**config.mk**
```make
export PLATFORM = sky130hd
export DESIGN_NAME = relm_fp_normalize
export DESIGN_NICKNAME = d
export VERILOG_FILES = /design/src/rtl/relm_fp_normalize.sv
export SDC_FILE = /design/constraint.sdc
export NUM_CORES = 1
export LEC_CHECK = 0
export ABC_AREA = 1
export CAP_MARGIN = 20
export CORE_ASPECT_RATIO = 0.8
export CORE_UTILIZATION = 34
export CTS_BUF_LIST = sky130_fd_sc_hd__clkbuf_16
export CTS_CLUSTER_DIAMETER = 30
export DETAILED_ROUTE_END_ITERATION = 10
export PLACE_DENSITY_LB_ADDON = 0.12
export SYNTH_ARGS = -nofsm -noshare
export SYNTH_HDL_FRONTEND = slang
export SYNTH_SLANG_ARGS = --single-unit
```
**constraint.sdc**
```tcl
create_clock -name clk -period 2.05 [get_ports clk]
set_input_delay 0.41 -clock clk [delete_from_list [all_inputs] [get_ports clk]]
set_output_delay 0.41 -clock clk [all_outputs]
set_load 0.005 [all_outputs]
```
**src/rtl/relm_fp_normalize.sv**
```systemverilog
// Post-arithmetic normalizer/rounder for IEEE-754 single precision results.
// Rounding: define RELM_FPNORM_ROUND_EN for round-to-nearest-even, otherwise truncation.
module relm_fp_normalize #(
   parameter int WD = 32
) (
   input  logic          clk,
   input  logic          rst_n,
   input  logic          in_valid,
   output logic          in_ready,
   input  logic [WD-1:0] in_m,
   input  logic [WD-1:0] in_b,
   output logic          out_valid,
   input  logic          out_ready,
   output logic [WD-1:0] out_f
);

   typedef enum logic [1:0] {
      IDLE  = 2'd0,
      NORM  = 2'd1,
      ROUND = 2'd2,
      DONE  = 2'd3
   } state_t;

   state_t             r_state;
   state_t             w_stateNext;
   logic               r_sign;
   logic               w_signNext;
   logic [WD-1:0]      r_m;
   logic [WD-1:0]      w_mNext;
   logic signed [9:0]  r_e;
   logic signed [9:0]  w_eNext;
   logic [WD-1:0]      r_f;
   logic [WD-1:0]      w_fNext;

   logic               w_inc;
   logic [23:0]        w_fSum;
   logic signed [9:0]  w_eRnd;
   logic               w_unused;

   assign in_ready  = (r_state == IDLE);
   assign out_valid = (r_state == DONE);
   assign out_f     = r_f;
   assign w_unused  = &{1'b0, in_b[20:0]};

`ifdef RELM_FPNORM_ROUND_EN
   assign w_inc = r_m[6] & ((|r_m[5:0]) | r_m[7]);
`else
   assign w_inc = 1'b0;
`endif

   // Bit 23 of the sum is the fraction carry-out; the low 23 bits are already zero then.
   assign w_fSum = {1'b0, r_m[29:7]} + {23'd0, w_inc};
   assign w_eRnd = r_e + {9'd0, w_fSum[23]};

   always_comb begin
      w_stateNext = r_state;
      w_signNext  = r_sign;
      w_mNext     = r_m;
      w_eNext     = r_e;
      w_fNext     = r_f;
      case (r_state)
         IDLE: begin
            if (in_valid) begin
               w_signNext = in_b[31];
               w_mNext    = in_m;
               w_eNext    = {2'b00, in_b[30:23]};
               if (in_b[22]) begin
                  w_fNext     = {in_b[31], 8'hFF, 23'd0};
                  w_stateNext = DONE;
               end else if (in_b[21] || (in_m == '0)) begin
                  w_fNext     = {in_b[31], 31'd0};
                  w_stateNext = DONE;
               end else begin
                  w_stateNext = NORM;
               end
            end
         end
         NORM: begin
            if (r_m[31]) begin
               w_mNext     = {1'b0, r_m[31:2], r_m[1] | r_m[0]};
               w_eNext     = r_e + 10'sd1;
               w_stateNext = ROUND;
            end else if (r_m[30]) begin
               w_stateNext = ROUND;
            end else if (r_m[29:22] == 8'd0) begin
               w_mNext = {r_m[23:0], 8'd0};
               w_eNext = r_e - 10'sd8;
            end else begin
               w_mNext = {r_m[30:0], 1'b0};
               w_eNext = r_e - 10'sd1;
            end
         end
         ROUND: begin
            w_eNext = w_eRnd;
            if (w_eRnd >= 10'sd255) begin
               w_fNext = {r_sign, 8'hFF, 23'd0};
            end else if (w_eRnd <= 10'sd0) begin
               w_fNext = {r_sign, 31'd0};
            end else begin
               w_fNext = {r_sign, w_eRnd[7:0], w_fSum[22:0]};
            end
            w_stateNext = DONE;
         end
         DONE: begin
            if (out_ready) begin
               w_stateNext = IDLE;
            end
         end
         default: begin
            w_stateNext = IDLE;
         end
      endcase
   end

   always_ff @(posedge clk or negedge rst_n) begin
      if (!rst_n) begin
         r_state <= IDLE;
         r_sign  <= 1'b0;
         r_m     <= '0;
         r_e     <= '0;
         r_f     <= '0;
      end else begin
         r_state <= w_stateNext;
         r_sign  <= w_signNext;
         r_m     <= w_mNext;
         r_e     <= w_eNext;
         r_f     <= w_fNext;
      end
   end

endmodule

```
==> impl_results.md <==
* Finished Core Util at 0.4605
* Relative slew slack at 0.6580
* Max-cap check violation count at 0
* Clock buffer depth at 2
* Worst Setup Start Kind: register
* Element type at the critical path end: output pin
* Worst VDD drop at between 0.7 and 0.8 mV
* Vias in the first global route at 4448
* DRC Markers at 0
* GRT Resource Usage Total at 0.2138
* Critical Path AT at 1.58 ns
* Fmax at between 500 and 600 MHz
* Via Count at around 4900
* Most instantiated cells after synthesis: nand2_1 (179), nor2_1 (96), dfrtp_1 (77), inv_1 (72), nand3_1 (63)
* Crit path kind: register to output pin
* RR Startpoint: r_state[1]
* Reg2reg end: r_e[9]
* Flop-to-flop setup slack at 0.14 ns
* Cell Pwr Density at roughly 1600 nW/um2
* CP Max Fanout at 6
* Worst-margin pin slew at 0.5077 ns
* CTS tree: done
* Yosys reg bits at 77
* Mapped Cells at just under 700
* Main flop type after synthesis: dfrtp_1
* Die ar. at 14640 um2
* Hold_buf cts at 0
* FFs w/ async S/R, synth at 1.000
* DP Worst Slack at -0.07815 ns
* Vias/cell at 5.063
* Yosys Warn Count at 0
* Worst hold-check path type: input pin to asynchronous set/reset pin
* Largest family of logic cells by synthesized area: simple AND/OR/NAND/NOR gates
* Worst setup path end: in_ready
* Io pins at 102
* Antenna Nets Post-Route at 0
* Post-Synth Adder-Cell Area at 0.02080
* Setup-failing EPs final at 0
* EDFF count, synth at 0
* Clk slew on worst S/H paths at 0.06 ns
* Cell area after synthesis at 4812 um2
* # diodes at 0
* Share of the synthesized area in the top cell type at 0.4004
* Initial antenna violation count at 0
* Compound-cell area share of the yosys netlist at 0.1739
* Clock latency on the worst-skew pair at 0.34 ns
* DR WL/cell at 15.16 um
* Simple logic cell fraction of the synthesized area at 0.2975
* Syn nets at 766
* Clock Skew at around 0.0058 ns
* Mapped Avg Cell Area at ~7.0 um2
* Filler Cells Inserted at 1405
* Site Rows at 38
* First-pass DRT Iterations at 5
* TritonCTS Sinks at 77
* First-pass GRT wire length at about 24000 um
* Final worst slack at 0.06245 ns
* Layout cells sized above 1 at 0.09103
* Placer Congestion at 0.9220
* Most frequent cell after synthesis: nand2_1
* Required time of the critical path at 1.64 ns
* Unique masters post-synth at 33
* Area Overhead vs Synth at 31.05%
* Top post-synthesis cells by area: dfrtp_1 (40%), nand2_1 (14%), nor2_1 (7.5%)
* DRT Wirelength at 14560 um
* Num CTS Buffers at 9
* Largest net degree at the start of global routing at 38
* Total grt overflow at 0
* Leakage at 3.072 nW
* Status: completed
* DIE HEIGHT at between 100 and 150 um
* Clock root cell: clkbuf_16
* Hpwl dp at 10720 um
* Layout Nets at about 850
* Die W at ~140 um
* Period utilization at 0.9695
* H-tree depth at 3
* Crit path from: r_state[0]
* Final Hold Viols at 0
* Cell accounting for the most synthesized area: dfrtp_1
* Min Hold Slack at 0.03295 ns
* Area taken by multi-input logic gates at about 2400 um2
* FF/Latch Area at approximately 1900 um2
* Xor/xnor cell area share of the yosys netlist at 0.001820
* R2R depth at 11
* Slew Viols, Final at 0
* Final Critical Period at 1.988 ns
* Sequential cell area fraction in the yosys report at 0.4004
* CORE AREA at 13690 um2
* Post-synthesis mux area share at 0
* I/O Buffers at 80
* Violation count after the first detailed-route iteration at 440
* Starting Density at 0.3514
==> registers in the layout, indices dropped and copies added, names as in the netlist <==
name	cells
out_f	32
r_m	32
r_e	10
r_state	2
r_sign	1
==> critical path, cell delays in order, from the launching register on <==
cell	delay, ns
dfrtp_1	0.42
inv_2	0.11
ha_4	0.19
clkdlybuf4s50_1	0.52
==> worst min-delay path by stage <==
stage	start	end	slack, ns	cells past startpoint
2_1_floorplan	rst_n	out_f[0]	0.11	0
3_3_place_gp	rst_n	out_f[26]	0.41	1
3_5_place_dp	rst_n	out_f[29]	0.41	1
4_1_cts	rst_n	out_f[29]	0.05	1
5_1_grt	rst_n	out_f[29]	0.06	1
6_report	rst_n	out_f[26]	0.03	1
==> report_power, final <==
part,switching (mW),internal [mW]
sequential,0.662,2.21
clock,0.670,0.936
combinational,3.17,2.20
==> final cells by class <==
class,count,area share
clock inverters,6,0.01032
inverters,78,0.04702
well taps,180,0.03571
flip-flops and latches,77,0.3060
repair buffers,114,0.1835
multi-input cells,496,0.3817
clock buffers,9,0.03571
==> metrics by stage <==
stage / instance area (um2) / power (mW) / cells / TNS [ns]
after floorplan: 4812 / 6.262 / 690 / 0
after global placement: 5976 / 8.036 / 944 / -1.526
after detailed placement: 5976 / 8.130 / 944 / -2.085
after CTS: 6279 / 9.806 / 959 / 0
after global routing: 6306 / 10.77 / 960 / -0.004859
final: 6306 / 9.845 / 960 / 0
==> placed cells by master, fill, tap and decap left out, drive strengths merged <==
cell,n
a211oi,14
a21oi,26
a22oi,28
a31oi,1
buf,35
bufinv,1
clkbuf,9
clkdlybuf4s50,79
clkinv,1
clkinvlp,4
dfrtp,77
ha,8
inv,78
nand2,181
nand3,63
nand3b,1
nand4,5
nor2,98
nor3,3
o211ai,3
o21ai,48
o21bai,1
o221ai,1
o22ai,14
xor2,1
==> layer usage <==
layer  routed length, um  global-route usage  vias up
met4                 136             0.04655        0
li1                    -                   -     2426
met3                1108             0.05298       12
met5                   0                   0        -
met2                5664              0.2953      169
met1                7648              0.3282     2253
==> cell families (layout without fill, tap and decap cells) <==
logic type      after synthesis  count (layout)
compound gates              136             136
xor+xnor                      1               1
fa+ha+maj                     8               8
buf+inv                     117             207
flops                        77              77
simple gates                351             351
==> what timing repair did <==
action | in CTS | in global routing
setup endpoints to repair | 2 | 61
resized for setup | 2 | 10
buffers inserted | 0 | 1
pin swaps | 0 | 1
(Power assumes the default switching activity.)
